[src/rtl/rr_resource_arbiter.sv]
// Round-robin arbiter that lends one burst-oriented resource to NUM_REQ clients.
// Grant appears one cycle after request; res_ready_i low stalls the burst in place.
module rr_resource_arbiter #(
  parameter int NUM_REQ = 4,
  parameter int LEN_W   = 8,
  localparam int ID_W   = $clog2(NUM_REQ)
) (
  input  logic                     clk,
  input  logic                     rst,
  input  logic [NUM_REQ-1:0]       req_i,
  input  logic [NUM_REQ*LEN_W-1:0] len_i,
  output logic [NUM_REQ-1:0]       gnt_o,
  output logic [ID_W-1:0]          gnt_id_o,
  output logic                     busy_o,
  output logic                     res_valid_o,
  input  logic                     res_ready_i,
  output logic [LEN_W-1:0]         beat_cnt_o,
  output logic [NUM_REQ-1:0]       done_o
);

  typedef enum logic {IDLE, BUSY} state_t;

  state_t             state_q, state_d;
  logic [ID_W-1:0]    ptr_q, ptr_d;
  logic [NUM_REQ-1:0] gnt_q, gnt_d;
  logic [ID_W-1:0]    gnt_id_q, gnt_id_d;
  logic [LEN_W-1:0]   len_q, len_d;
  logic [LEN_W-1:0]   cnt_q, cnt_d;
  logic [NUM_REQ-1:0] done_q, done_d;

  logic [ID_W-1:0]    pick_id;
  logic               pick_found;
  logic [LEN_W-1:0]   pick_len;

  // Scan starts just after the last winner, so that winner is lowest priority.
  always_comb begin
    pick_id    = '0;
    pick_found = 1'b0;
    for (int i = 1; i <= NUM_REQ; i++) begin
      int idx;
      idx = int'(ptr_q) + i;
      if (idx >= NUM_REQ) idx = idx - NUM_REQ;
      if (!pick_found && req_i[idx]) begin
        pick_found = 1'b1;
        pick_id    = ID_W'(idx);
      end
    end
    pick_len = len_i[int'(pick_id)*LEN_W +: LEN_W];
  end

  always_comb begin
    state_d  = state_q;
    ptr_d    = ptr_q;
    gnt_d    = gnt_q;
    gnt_id_d = gnt_id_q;
    len_d    = len_q;
    cnt_d    = cnt_q;
    done_d   = '0;
    case (state_q)
      IDLE: begin
        if (pick_found) begin
          state_d  = BUSY;
          gnt_d    = {{(NUM_REQ-1){1'b0}}, 1'b1} << pick_id;
          gnt_id_d = pick_id;
          len_d    = (pick_len == '0) ? LEN_W'(1) : pick_len;
          cnt_d    = '0;
        end
      end
      BUSY: begin
        if (res_ready_i) begin
          if (cnt_q == len_q - LEN_W'(1)) begin
            state_d  = IDLE;
            done_d   = gnt_q;
            gnt_d    = '0;
            gnt_id_d = '0;
            cnt_d    = '0;
            ptr_d    = gnt_id_q;
          end else begin
            cnt_d = cnt_q + LEN_W'(1);
          end
        end
      end
      default: state_d = IDLE;
    endcase
  end

  always_ff @(posedge clk or posedge rst) begin
    if (rst) begin
      state_q  <= IDLE;
      ptr_q    <= ID_W'(NUM_REQ - 1);
      gnt_q    <= '0;
      gnt_id_q <= '0;
      len_q    <= '0;
      cnt_q    <= '0;
      done_q   <= '0;
    end else begin
      state_q  <= state_d;
      ptr_q    <= ptr_d;
      gnt_q    <= gnt_d;
      gnt_id_q <= gnt_id_d;
      len_q    <= len_d;
      cnt_q    <= cnt_d;
      done_q   <= done_d;
    end
  end

  assign busy_o      = (state_q == BUSY);
  assign res_valid_o = (state_q == BUSY);
  assign gnt_o       = gnt_q;
  assign gnt_id_o    = gnt_id_q;
  assign beat_cnt_o  = cnt_q;
  assign done_o      = done_q;

endmodule
[config.mk]
export PLATFORM = sky130hd
export DESIGN_NAME = rr_resource_arbiter
export DESIGN_NICKNAME = d
export VERILOG_FILES = /design/src/rtl/rr_resource_arbiter.sv
export SDC_FILE = /design/constraint.sdc
export NUM_CORES = 1
export LEC_CHECK = 0
export CAP_MARGIN = 15
export CORE_AREA = 4 4 85 87
export DETAILED_ROUTE_END_ITERATION = 6
export DIE_AREA = 0 0 89 91
export HOLD_SLACK_MARGIN = 0.03
export SKIP_LAST_GASP = 1
export SYNTH_ARGS = -nofsm -noshare
export SYNTH_HDL_FRONTEND = slang
export SYNTH_SLANG_ARGS = --single-unit
[constraint.sdc]
create_clock -name clk -period 3.6 [get_ports clk]
set_input_delay 0.36 -clock clk [delete_from_list [all_inputs] [get_ports clk]]
set_output_delay 0.36 -clock clk [all_outputs]
set_load 0.02 [all_outputs]
==> summary.txt <==
First-pass GRT wire length: 7890 µm
Final GP Congestion: 0.754
CP max stage delay: 560 ps
Post-synthesis async set-or-reset flop share: 100%
Routed Antenna Nets: 0
CP arrival: 2780 ps
Unique masters post-synth: 55
Clk root buf: clkbuf_8
Post-Syn Instances: 206
Post-synth top area share: 35.3%
Routed len/inst: 13.7 µm
Avg Synthesized Cell Area: 9.30 µm²
Die H: 91 µm
Critical path peak fanout: 10
Worst skew pair latency: 280 ps
# nets final: 305
Die area: 8100 µm²
RSZ-0062 raised after global routing: no
CORE AREA: 6350 µm²
EDFF count, synth: 0
Largest area contributor in the netlist: dfrtp_1
Cell with the most instances after synthesis: nand2_1
Worst path slowest cell: a2111oi_4
Layout cells sized above 1: 12.5%
Initial antenna violation count: 0
Crit path cell chain: inv_1, ha_1, xnor2_1, a311o_1, a211o_1, a2111oi_4, nor2_2, a22o_1
Row count: 29
Die width: 89 µm
Tot GR Track Use: 11.9%
Synth-to-layout area growth: 40.0%
# hold bufs at CTS: 0
Overflow after GRT: 0
Synth top cells by count: 31 x nand2_1, 27 x dfrtp_1, 14 x mux2i_1
Max_slew headroom: 53.6%
Final Max Slew Viols: 0
Via count: 1720
Setup bufs post-CTS: 0
Synthesized area: 1920 µm²
Num CTS Buffers: 5
Req. time, crit path: 3770 ps
Detailed Place HPWL: 3670 µm
Clock net sink count: 29
Fill count: 639
CP startpoint kind: flip-flop
Largest net degree at the start of global routing: 30
Area contributors post-synth: dfrtp_1 35%, mux2i_1 7.3%, nand2_1 6.1%, mux2_2 4.1%, xnor2_1 3.7%
Mean number of vias per cell: 5.03
Post-synthesis register bit count: 29
Worst Path Class, Setup: reg -> reg
HP Class: in -> async
Power Density: 583 nW/µm²
Leak: 1.10 nW
Run status: complete, no violations
Number of antenna diodes: 0
H-tree depth: 2
Top Ports: 59
Final period util: 72.6%
Initial DRC Count: 57
I/O Buffers: 58
Hold Vio Cnt, Final: 0
TritonCTS clock tree: yes
Number of global-route vias before repair: 1704
DR pass1 iterations: 4
Main synth FF type: dfrtp_1
Total power: 1.56 mW
Syn. warnings: 0
Setup TNS: 0 ps
Syn nets: 247
WL final: 4680 µm
Number of max-cap violations: 0
Final setup skew: 9.50 ps
Non-filler instance count after layout: 342
Seq/Total Area, Yosys: 38.0%
Maximum vdd drop: 0.278 mV
CTS Buffer Depth: 2
Tmin final: 2610 ps
Initial core utilization: 30.2%
Critical Path Sink Type: flip-flop
Clk pin slew, worst setup/hold paths: 60 ps
F_max: 383 MHz
DRC viols: 0
Slew @ Worst Pin: 695 ps
Post-CTS resize count: 0
Final setup violation count: 0
Placed cell count: 333
[cells by family after synthesis]
group	after synthesis	synth area share, %
compound gates	43	17.4
xor+xnor	10	4.57
fa+ha+maj	2	1.31
buf+inv	15	3.27
flops	29	38.0
mux	23	13.0
simple gates	84	22.4
[flip-flops by register name, summed over array words and instances, names as in the netlist]
signal	flops
beat_cnt_o	8
len_q	8
done_o	4
gnt_o	4
gnt_id_o	2
ptr_q	2
busy_o	1
[critical path: cells and delay by family (launching register included)]
family | cells | cell delay [ps]
buffers and inverters | 1 | 60
xor gates and xnor gates | 1 | 130
DFF | 1 | 420
and+or+nand+nor | 1 | 140
AOI/OAI and AO/OA | 4 | 1460
adders and majority gates | 1 | 310
[power by group]
part           switching [mW]  internal, mW  leakage, nW
Combinational           0.340         0.364        0.683
Sequential              0.133         0.431        0.361
Clock                   0.122         0.172       0.0542
Total                   0.595         0.967         1.10
[metrics by stage]
stage / instance area, µm² / hold WS (ps) / setup WS, ps / utilization, %
final: 2680 / 449 / 987 / 42.2
after global placement: 2560 / 501 / 906 / 40.4
after floorplan: 1920 / 437 / 1230 / -
after detailed placement: 2560 / 524 / 907 / 40.4
after CTS: 2670 / 539 / 987 / 42.0
after global routing: 2680 / 520 / 822 / 42.2
[cell type report]
| type | count | area [µm²] | share of cell area, % |
|---|---|---|---|
| timing repair buffer | 60 | 603 | 22.5 |
| multi-input combinational | 162 | 1130 | 42.1 |
| inverter | 6 | 22.5 | 0.840 |
| clock buffer | 7 | 96.3 | 3.59 |
| sequential | 29 | 728 | 27.2 |
| clock inverter | 1 | 5.00 | 0.187 |
| tap | 77 | 96.3 | 3.59 |
[placed cells by master (no fill, tap or decap), drive strengths merged, types with 3 or more instances in the layout]
| master | n |
|---|---|
| mux2 | 9 |
| nor2 | 12 |
| or2 | 4 |
| clkbuf | 7 |
| o211ai | 5 |
| a21oi | 3 |
| o21ai | 12 |
| dfrtp | 27 |
| mux2i | 14 |
| nand2 | 31 |
| nor2b | 3 |
| or4 | 4 |
| clkdlybuf4s50 | 58 |
| nor3b | 3 |
| inv | 6 |
| nor3 | 9 |
| nand3 | 5 |
| and2 | 5 |
| xnor2 | 8 |
[per-layer routing]
metal | vias up | GRT usage (%) | wire length (µm)
li1 | 870 | - | -
met4 | 0 | 2.73 | 38
met1 | 790 | 16.5 | 2250
met2 | 56 | 18.3 | 1990
met3 | 4 | 3.71 | 401
met5 | - | 0 | 0
[final timing paths]
| path | endpoint | slack, ps | depth (start not counted) | start |
|---|---|---|---|---|
| min in group clk | len_q[1]$_DFFE_PP0P_ | 530 | 2 | len_q[1]$_DFFE_PP0P_ |
| min reg2reg | len_q[1]$_DFFE_PP0P_ | 530 | 2 | len_q[1]$_DFFE_PP0P_ |
| min | gnt_o[2]$_DFFE_PP0P_ | 450 | 2 | rst |
| max in group asynchronous | len_q[6]$_DFFE_PP0P_ | 2640 | 3 | rst |
| max reg2reg | gnt_o[2]$_DFFE_PP0P_ | 990 | 8 | len_q[0]$_DFFE_PP0P_ |
| max | gnt_o[2]$_DFFE_PP0P_ | 990 | 8 | len_q[0]$_DFFE_PP0P_ |
Note: power is estimated with default switching activity, not from simulation.
